### config.mk
export PLATFORM = sky130hd
export DESIGN_NAME = dct4x4_stream
export DESIGN_NICKNAME = d
export VERILOG_FILES = /design/src/rtl/dct4x4_stream.sv
export SDC_FILE = /design/constraint.sdc
export NUM_CORES = 1
export LEC_CHECK = 0
export ABC_AREA = 1
export CAP_MARGIN = 20
export CORE_ASPECT_RATIO = 1.2
export CORE_MARGIN = 4
export CORE_UTILIZATION = 50
export DETAILED_ROUTE_END_ITERATION = 10
export PLACE_DENSITY = 0.65
export SLEW_MARGIN = 20
export SYNTH_ARGS = -nofsm -noshare
export SYNTH_HDL_FRONTEND = slang
export SYNTH_SLANG_ARGS = --single-unit
### constraint.sdc
create_clock -name clk_i -period 5.3 [get_ports clk_i]
set_clock_uncertainty 0.2 [all_clocks]
set_input_delay 0.795 -clock clk_i [delete_from_list [all_inputs] [get_ports clk_i]]
set_output_delay 0.795 -clock clk_i [all_outputs]
set_load 0.01 [all_outputs]
### src/rtl/dct4x4_stream.sv
// Streaming 2-D 4x4 forward integer DCT (H.264-style butterfly).
// Each accepted input row goes through the 1-D transform and is stored in one
// of two transpose banks. A completed bank is read back column-wise, and one
// coefficient row per beat is presented through a registered valid/ready output.
module dct4x4_stream #(
    parameter int DW = 8
) (
    input  logic                clk_i,
    input  logic                rst_ni,
    input  logic                clr_i,
    input  logic                in_valid_i,
    output logic                in_ready_o,
    input  logic [4*DW-1:0]     dt_i,
    output logic                out_valid_o,
    input  logic                out_ready_i,
    output logic [4*(DW+6)-1:0] coef_o,
    output logic [1:0]          row_idx_o,
    output logic                blk_start_o
);
    localparam int OW = DW + 6;   // column-pass (output) width
    localparam int RW = DW + 3;   // row-pass (stored) width

    // 1-D butterfly at row-pass width; result packed {y3,y2,y1,y0}
    function automatic logic [4*RW-1:0] t_row(input logic signed [RW-1:0] x0, x1, x2, x3);
        logic signed [RW-1:0] a0, a1, a2, a3;
        a0 = x0 + x3;
        a1 = x1 + x2;
        a2 = x1 - x2;
        a3 = x0 - x3;
        return {a3 - a2 - a2, a0 - a1, a2 + a3 + a3, a0 + a1};
    endfunction

    // 1-D butterfly at output width; result packed {y3,y2,y1,y0}
    function automatic logic [4*OW-1:0] t_col(input logic signed [OW-1:0] x0, x1, x2, x3);
        logic signed [OW-1:0] a0, a1, a2, a3;
        a0 = x0 + x3;
        a1 = x1 + x2;
        a2 = x1 - x2;
        a3 = x0 - x3;
        return {a3 - a2 - a2, a0 - a1, a2 + a3 + a3, a0 + a1};
    endfunction

    logic [RW-1:0]        bank_q [2][4][4];
    logic [RW-1:0]        bank_d [2][4][4];
    logic [1:0]           full_q, full_d;
    logic                 wr_bank_q, wr_bank_d;
    logic                 rd_bank_q, rd_bank_d;
    logic [1:0]           wr_row_q, wr_row_d;
    logic [1:0]           rd_row_q, rd_row_d;
    logic                 out_valid_q, out_valid_d;
    logic [4*OW-1:0]      coef_q, coef_d;
    logic [1:0]           row_idx_q, row_idx_d;
    logic                 blk_start_q, blk_start_d;

    logic signed [RW-1:0] xr_s [4];
    logic [4*RW-1:0]      ry_s;
    logic [RW-1:0]        row_s [4];
    logic signed [OW-1:0] xc_s [4];
    logic [4*OW-1:0]      cy_s;
    logic [4*OW-1:0]      coef_s;
    logic                 accept_s;
    logic                 load_s;

    // Writer stalls only when the bank it would fill still holds an unread block
    assign in_ready_o  = !full_q[wr_bank_q];
    assign accept_s    = in_valid_i && in_ready_o;
    assign load_s      = full_q[rd_bank_q] && (!out_valid_q || out_ready_i);

    assign out_valid_o = out_valid_q;
    assign coef_o      = coef_q;
    assign row_idx_o   = row_idx_q;
    assign blk_start_o = blk_start_q;

    // Row pass: sign-extend the incoming samples and transform them horizontally
    always_comb begin
        for (int k = 0; k < 4; k++) begin
            xr_s[k] = {{3{dt_i[k*DW+DW-1]}}, dt_i[k*DW +: DW]};
        end
        ry_s = t_row(xr_s[0], xr_s[1], xr_s[2], xr_s[3]);
        for (int k = 0; k < 4; k++) begin
            row_s[k] = ry_s[k*RW +: RW];
        end
    end

    // Column pass: transform each stored column and pick vertical frequency rd_row
    always_comb begin
        coef_s = '0;
        cy_s   = '0;
        for (int r = 0; r < 4; r++) begin
            xc_s[r] = '0;
        end
        for (int u = 0; u < 4; u++) begin
            for (int r = 0; r < 4; r++) begin
                xc_s[r] = {{3{bank_q[rd_bank_q][r][u][RW-1]}}, bank_q[rd_bank_q][r][u]};
            end
            cy_s = t_col(xc_s[0], xc_s[1], xc_s[2], xc_s[3]);
            coef_s[u*OW +: OW] = cy_s[rd_row_q*OW +: OW];
        end
    end

    // Next-state: bank writes, bank ownership and the output register
    always_comb begin
        bank_d      = bank_q;
        full_d      = full_q;
        wr_bank_d   = wr_bank_q;
        rd_bank_d   = rd_bank_q;
        wr_row_d    = wr_row_q;
        rd_row_d    = rd_row_q;
        out_valid_d = out_valid_q;
        coef_d      = coef_q;
        row_idx_d   = row_idx_q;
        blk_start_d = blk_start_q;
        if (clr_i) begin
            // Bank contents may stay: an empty bank is always fully rewritten before use
            full_d      = 2'b00;
            wr_bank_d   = 1'b0;
            rd_bank_d   = 1'b0;
            wr_row_d    = 2'd0;
            rd_row_d    = 2'd0;
            out_valid_d = 1'b0;
            coef_d      = '0;
            row_idx_d   = 2'd0;
            blk_start_d = 1'b0;
        end else begin
            if (accept_s) begin
                for (int k = 0; k < 4; k++) begin
                    bank_d[wr_bank_q][wr_row_q][k] = row_s[k];
                end
                wr_row_d = wr_row_q + 2'd1;
                if (wr_row_q == 2'd3) begin
                    full_d[wr_bank_q] = 1'b1;
                    wr_bank_d         = ~wr_bank_q;
                end else begin
                    wr_bank_d = wr_bank_q;
                end
            end else begin
                wr_row_d = wr_row_q;
            end
            // Reader and writer never share a bank, so both full bits may change together
            if (load_s) begin
                coef_d      = coef_s;
                row_idx_d   = rd_row_q;
                blk_start_d = (rd_row_q == 2'd0);
                out_valid_d = 1'b1;
                rd_row_d    = rd_row_q + 2'd1;
                if (rd_row_q == 2'd3) begin
                    full_d[rd_bank_q] = 1'b0;
                    rd_bank_d         = ~rd_bank_q;
                end else begin
                    rd_bank_d = rd_bank_q;
                end
            end else if (out_ready_i) begin
                out_valid_d = 1'b0;
                blk_start_d = 1'b0;
            end else begin
                out_valid_d = out_valid_q;
            end
        end
    end

    // State registers with asynchronous active-low reset
    always_ff @(posedge clk_i or negedge rst_ni) begin
        if (!rst_ni) begin
            for (int b = 0; b < 2; b++) begin
                for (int r = 0; r < 4; r++) begin
                    for (int k = 0; k < 4; k++) begin
                        bank_q[b][r][k] <= '0;
                    end
                end
            end
            full_q      <= 2'b00;
            wr_bank_q   <= 1'b0;
            rd_bank_q   <= 1'b0;
            wr_row_q    <= 2'd0;
            rd_row_q    <= 2'd0;
            out_valid_q <= 1'b0;
            coef_q      <= '0;
            row_idx_q   <= 2'd0;
            blk_start_q <= 1'b0;
        end else begin
            bank_q      <= bank_d;
            full_q      <= full_d;
            wr_bank_q   <= wr_bank_d;
            rd_bank_q   <= rd_bank_d;
            wr_row_q    <= wr_row_d;
            rd_row_q    <= rd_row_d;
            out_valid_q <= out_valid_d;
            coef_q      <= coef_d;
            row_idx_q   <= row_idx_d;
            blk_start_q <= blk_start_d;
        end
    end

endmodule

==> results by group, run 1 <==
Status
  • Status: finished, final reports clean

Place
  • I/O Buffers: 97
  • Routability Congestion: 0.961
  • Dpl ws: 132 ps
  • Dpl hpwl: 88.3 mm
  • Dpl cells: 6141

Synthesis
  • Yosys Warn Count: 0
  • Primary flip-flop cell chosen by synthesis mapping: dfrtp_1
  • Cell Area, Synth: 36400 um2
  • Register bit count reported by yosys: 395
  • Syn Inst Count: 5221
  • EDFF count, synth: 0
  • Most common cell in the netlist: nand2_1
  • Sequential-to-total area share from yosys stat: 27.1%
  • Post-synth top area share: 27.1%
  • Ranking of synthesized cells by area: dfrtp_1 (27%), nand2_1 (15%), ha_1 (15%)
  • Synthesized Nets: 5721
  • Leading area contributor after synthesis: dfrtp_1
  • FFs w/ async S/R, synth: 100%
  • Netlist cell types: 64
  • Commonest cells in the netlist: nand2_1 (1437), inv_1 (709), o21ai_0 (492)
  • Synthesized area per cell: 6.98 um2

Clocking
  • Post CTS Setup Buffer Count: 0
  • Reg clk slew, reported paths: 70 ps
  • CTS Hold Bufs: 0
  • H-tree levels: 2
  • CTS tree: done
  • CTS Root Cell: clkbuf_16
  • Clock buffer depth: 3
  • Total CTS buffers: 44
  • Clock sink count: 395
  • Clk Latency, worst-skew pair: 590 ps

Timing
  • Fin Setup TNS: 0 ps
  • Max Slew Vio Count: 0
  • Period minus WS final: 5020 ps
  • Fmax: 0.199 GHz
  • Period utilization: 94.7%
  • Normalized max-slew margin: 36.5%
  • Worst-Margin Slew: 952 ps
  • Finish-stage setup viols: 0
  • Setup WS post-layout: 280 ps
  • Final Hold Vio Count: 0

Floorplan
  • I/O Pins: 98
  • Die Area: 77300 um2
  • Initial core utilization: 50.4%
  • Die Span Y: 304 um
  • Core ar.: 72300 um2
  • Die Wd: 254 um
  • Num rows: 108

Routing
  • WL final: 114 mm
  • DR vias/cell: 5.47
  • Routed via count: 34000
  • Detailed Routing Iterations Pass 1: 6
  • Wire per inst: 18.4 um
  • DRC: 0
  • DR iter-0 viols: 2780
  • Antenna Nets Post-Route: 0

Cells and area
  • Final cell count without fillers: 6219
  • Final Net Count: 5752
  • Register area: 9890 um2
  • ANT cells: 0
  • Fin util: 55.1%
  • Multi-input gate area: 23000 um2
  • Area grow syn2layout: 9.30%
  • Layout cells sized above 1: 5.28%
  • Fill cells: 7180

Critical path
  • Crit path launch type: register
  • Worst Path Arrival: 5330 ps
  • Setup CP Type: register to register
  • CP max FO: 79
  • Reg2reg path depth: 27
  • Worst EP required: 5610 ps
  • Worst setup EP type: register

Hold path
  • Worst Hold Class: input port to asynchronous set/reset pin

Global routing
  • GRT Residual Overflow: 0
  • Initial antenna violation count: 1
  • First-pass GRT wire length: 178 mm
  • Gr usage total: 28.9%
  • Pin count of the biggest net entering global routing: 132
  • Vias in the first global route: 32200

Flow run
  • # Max-Cap Violations: 0
## sequential cells by signal, summed over array words and instances, names as in the netlist
| name | count |
|---|---|
| wr_bank_q | 1 |
| wr_row_q | 2 |
| bank_q | 328 |
| rd_row_q | 2 |
| rd_bank_q | 1 |
| row_idx_o | 2 |
| full_q | 2 |
| out_valid_o | 1 |
| coef_o | 55 |
| blk_start_o | 1 |
## per-stage QoR
stage	hold slack, ps	area [um2]
2_1_floorplan	242	36400
3_3_place_gp	255	38400
3_5_place_dp	258	38400
4_1_cts	15.7	39800
5_1_grt	48.1	39800
6_report	12.4	39800
## area by class of cell
cell class,instances,share of cell area [%]
sequential,395,24.8
tap,935,2.94
timing repair buffer,175,4.12
multi-input combinational,3910,57.7
clock inverter,17,0.424
clock buffer,61,3.13
inverter,726,6.86
## worst paths after layout
check / to / slack [ps] / startpoint
worst max-delay path: coef_o[12] / 280 / rd_bank_q
worst min-delay path: coef_o[20] / 10 / rst_ni
worst max register to register: coef_o[12] / 280 / rd_bank_q
worst min register to register: bank_q[124] / 270 / bank_q[124]
max in group asynchronous: rd_bank_q / 3590 / rst_ni
min in group clk_i: bank_q[124] / 270 / bank_q[124]
## cell families after synthesis
logic type,count (synthesis),synth area share [%]
buffers and inverters,916,9.94
adder cells (fa/ha/maj),463,16.6
flip-flops,395,27.1
AND/OR/NAND/NOR,2063,23.4
AO/OA/AOI/OAI,1187,18.1
XOR/XNOR,197,4.76
## worst max-delay path, stage by stage, from the launching register on
cell,delay (ps)
dfrtp_4,520
buf_16,230
buf_6,240
o21ai_0,470
ha_1,440
nand2_1,140
inv_1,50
nand2_1,60
nand2_1,70
a21oi_1,240
o21bai_1,140
xor2_1,270
inv_1,80
ha_1,360
nand2_1,90
nor3_1,130
nand2_1,70
o211ai_1,140
and2_1,250
nand3_1,140
nand2_1,110
nand2_1,60
nand2_1,50
nand3_1,70
nand2_1,100
nand2_1,50
nand2_1,80
nand2_1,50
## cell usage in the layout (no fill, tap or decap), drive strengths merged, types with 13 or more instances in the layout
cell / synthesis / layout
nand2: 1441 / 1441
inv: 725 / 729
o21ai: 588 / 588
ha: 428 / 428
dfrtp: 395 / 395
a21oi: 391 / 391
nand3: 222 / 222
nor2: 208 / 208
xor2: 169 / 169
clkdlybuf4s50: 0 / 96
buf: 79 / 78
or2: 66 / 66
nor3: 66 / 66
clkbuf: 111 / 62
o21bai: 58 / 58
fa: 35 / 35
xnor2: 28 / 28
a31oi: 23 / 23
nand4: 22 / 22
o211ai: 19 / 19
nor4: 17 / 17
o31ai: 13 / 13
## routing by layer
layer / track usage (%) / part of all wire, % / vias up
li1: - / - / 17000
met1: 39.3 / 44 / 15800
met2: 49.0 / 47 / 1016
met3: 3.36 / 5.8 / 188
met4: 7.75 / 3.0 / 2
met5: 0 / 0.011 / -
## timing repair
item                                   in CTS  in global routing
gates resized for setup                     0                 16
endpoints found under the hold margin       0                  0
setup endpoints to repair                   0                 14
Power of run 1 is left out: the tool's default activity adds up to more than one toggle a clock period on the data nets, which glitch-free logic cannot reach.
==> run 2, diff against run 1 <==
--- a/config.mk
+++ b/config.mk
@@ -12,7 +12,7 @@
 export CORE_UTILIZATION = 50
 export DETAILED_ROUTE_END_ITERATION = 10
 export PLACE_DENSITY = 0.65
-export SLEW_MARGIN = 20
+export SLEW_MARGIN = 15
 export SYNTH_ARGS = -nofsm -noshare
 export SYNTH_HDL_FRONTEND = slang
 export SYNTH_SLANG_ARGS = --single-unit
==> run 2 against run 1 <==
Effect of this change:
- first-iteration DRC count decreased by 1.7%
- routed wire length hardly changed
- die area is the same
- register-to-register slack about the same
- non-clock buffer count increased by 1
- core utilization hardly changed
- sequential share of layout area barely moved
- critical path type unchanged
==> results by group, run 2 (synthesis results as in run 1) <==
Timing
  • Fmax: 0.199 GHz
  • Final Hold Vio Count: 0
  • Hold Slack: 3.34 ps
  • Fin Setup TNS: 0 ps
  • Normalized max-slew margin: 36.2%
  • Period minus WS final: 5030 ps
  • Worst-Margin Slew: 956 ps
  • Period utilization: 94.9%
  • Finish-stage setup viols: 0
  • Max Slew Vio Count: 0

Flow run
  • # Max-Cap Violations: 0

Critical path
  • Reg2reg path depth: 27
  • CP max FO: 79
  • Reg2reg setup slack: 270 ps
  • Worst setup EP type: register
  • Worst EP required: 5600 ps
  • CP max stage cell: dfrtp_4
  • Crit path launch type: register
  • Reg-to-reg endpoint: coef_o[12]
  • Reg2reg start: rd_bank_q
  • Setup CP Type: register to register
  • Worst Path Arrival: 5330 ps
  • CP bufs+invs: 4
  • Crit path top cell by count: nand2_1
  • Worst path top cell family by delay: simple AND/OR/NAND/NOR gates
  • CP max stage delay: 520 ps

Floorplan
  • Core ar.: 72300 um2
  • Initial core utilization: 50.4%
  • Die Area: 77300 um2
  • Num rows: 108
  • I/O Pins: 98
  • Die Span Y: 304 um
  • Die Wd: 254 um

Routing
  • WL final: 114 mm
  • DRC: 0
  • Wire per inst: 18.4 um
  • DR iter-0 viols: 2732
  • DR vias/cell: 5.46
  • Routed via count: 34000
  • Antenna Nets Post-Route: 0
  • Detailed Routing Iterations Pass 1: 6

Global routing
  • Initial antenna violation count: 1
  • Gr usage total: 28.9%
  • Pin count of the biggest net entering global routing: 132
  • First-pass GRT wire length: 178 mm
  • GRT Residual Overflow: 0
  • Vias in the first global route: 32200

Status
  • Status: finished, final reports clean

Place
  • I/O Buffers: 97
  • Routability Congestion: 0.961
  • Dpl hpwl: 88.3 mm
  • Dpl cells: 6141

Clocking
  • CTS Root Cell: clkbuf_16
  • H-tree levels: 2
  • Clock buffer depth: 3
  • Post CTS Setup Buffer Count: 0
  • Total CTS buffers: 44
  • CTS tree: done
  • Reg clk slew, reported paths: 70 ps
  • # resized after CTS: 0
  • CTS Hold Bufs: 0
  • Clk Latency, worst-skew pair: 590 ps
  • Clock sink count: 395

Cells and area
  • Top reg by flops: bank_q
  • Most frequent cells in the layout: nand2_1 (1433), inv_1 (709), o21ai_0 (484)
  • Commonest non-fill, non-tap cell in the layout: nand2_1
  • Area grow syn2layout: 9.35%
  • Final Net Count: 5753
  • Layout cells sized above 1: 5.30%
  • Final cell count without fillers: 6220
  • ANT cells: 0
  • Largest register FFs: 328

Hold path
  • Worst Hold Class: input port to asynchronous set/reset pin
-- run 2: cell count changes in the layout (fill, tap and decap cells not counted) --
cell,delta
buf_12,+1
clkinv_2,-1
inv_2,+1
-- run 2: how the worst max path moves through the flow --
stage | from | end | slack [ps] | cells after the start
floorplan | rd_bank_q | coef_o[11] | 700 | 27
global placement | rd_bank_q | coef_o[27] | 170 | 28
detailed placement | rd_bank_q | coef_o[27] | 130 | 28
CTS | rd_bank_q | coef_o[27] | 130 | 28
global route | rd_bank_q | coef_o[55] | -3 | 28
finish | rd_bank_q | coef_o[12] | 270 | 27
-- run 2: layer usage --
metal	global-route usage [%]	routed length [um]	vias up
li1	-	-	17000
met1	39.3	50100	15800
met2	49.0	54200	963
met3	3.36	6590	185
met4	7.75	3330	2
met5	0	12	-
-- run 2: area by class of cell --
type                            count  area, um2
Fill cell                        7175      32400
Tap cell                          935       1170
Timing Repair Buffer              176       1660
Clock buffer                       61       1250
Multi-Input combinational cell   3910      23000
Clock inverter                     17        169
Sequential cell                   395       9890
Inverter                          726       2730
-- run 2: metrics by stage --
stage	setup WS (ps)	cell area (um2)	utilization (%)
after global placement	173	38400	53.1
final	270	39800	55.1
after global routing	-2.64	39800	55.1
after CTS	133	39800	55.0
after floorplan	701	36400	-
after detailed placement	132	38400	53.1
Power of run 2 is left out for the same reason.
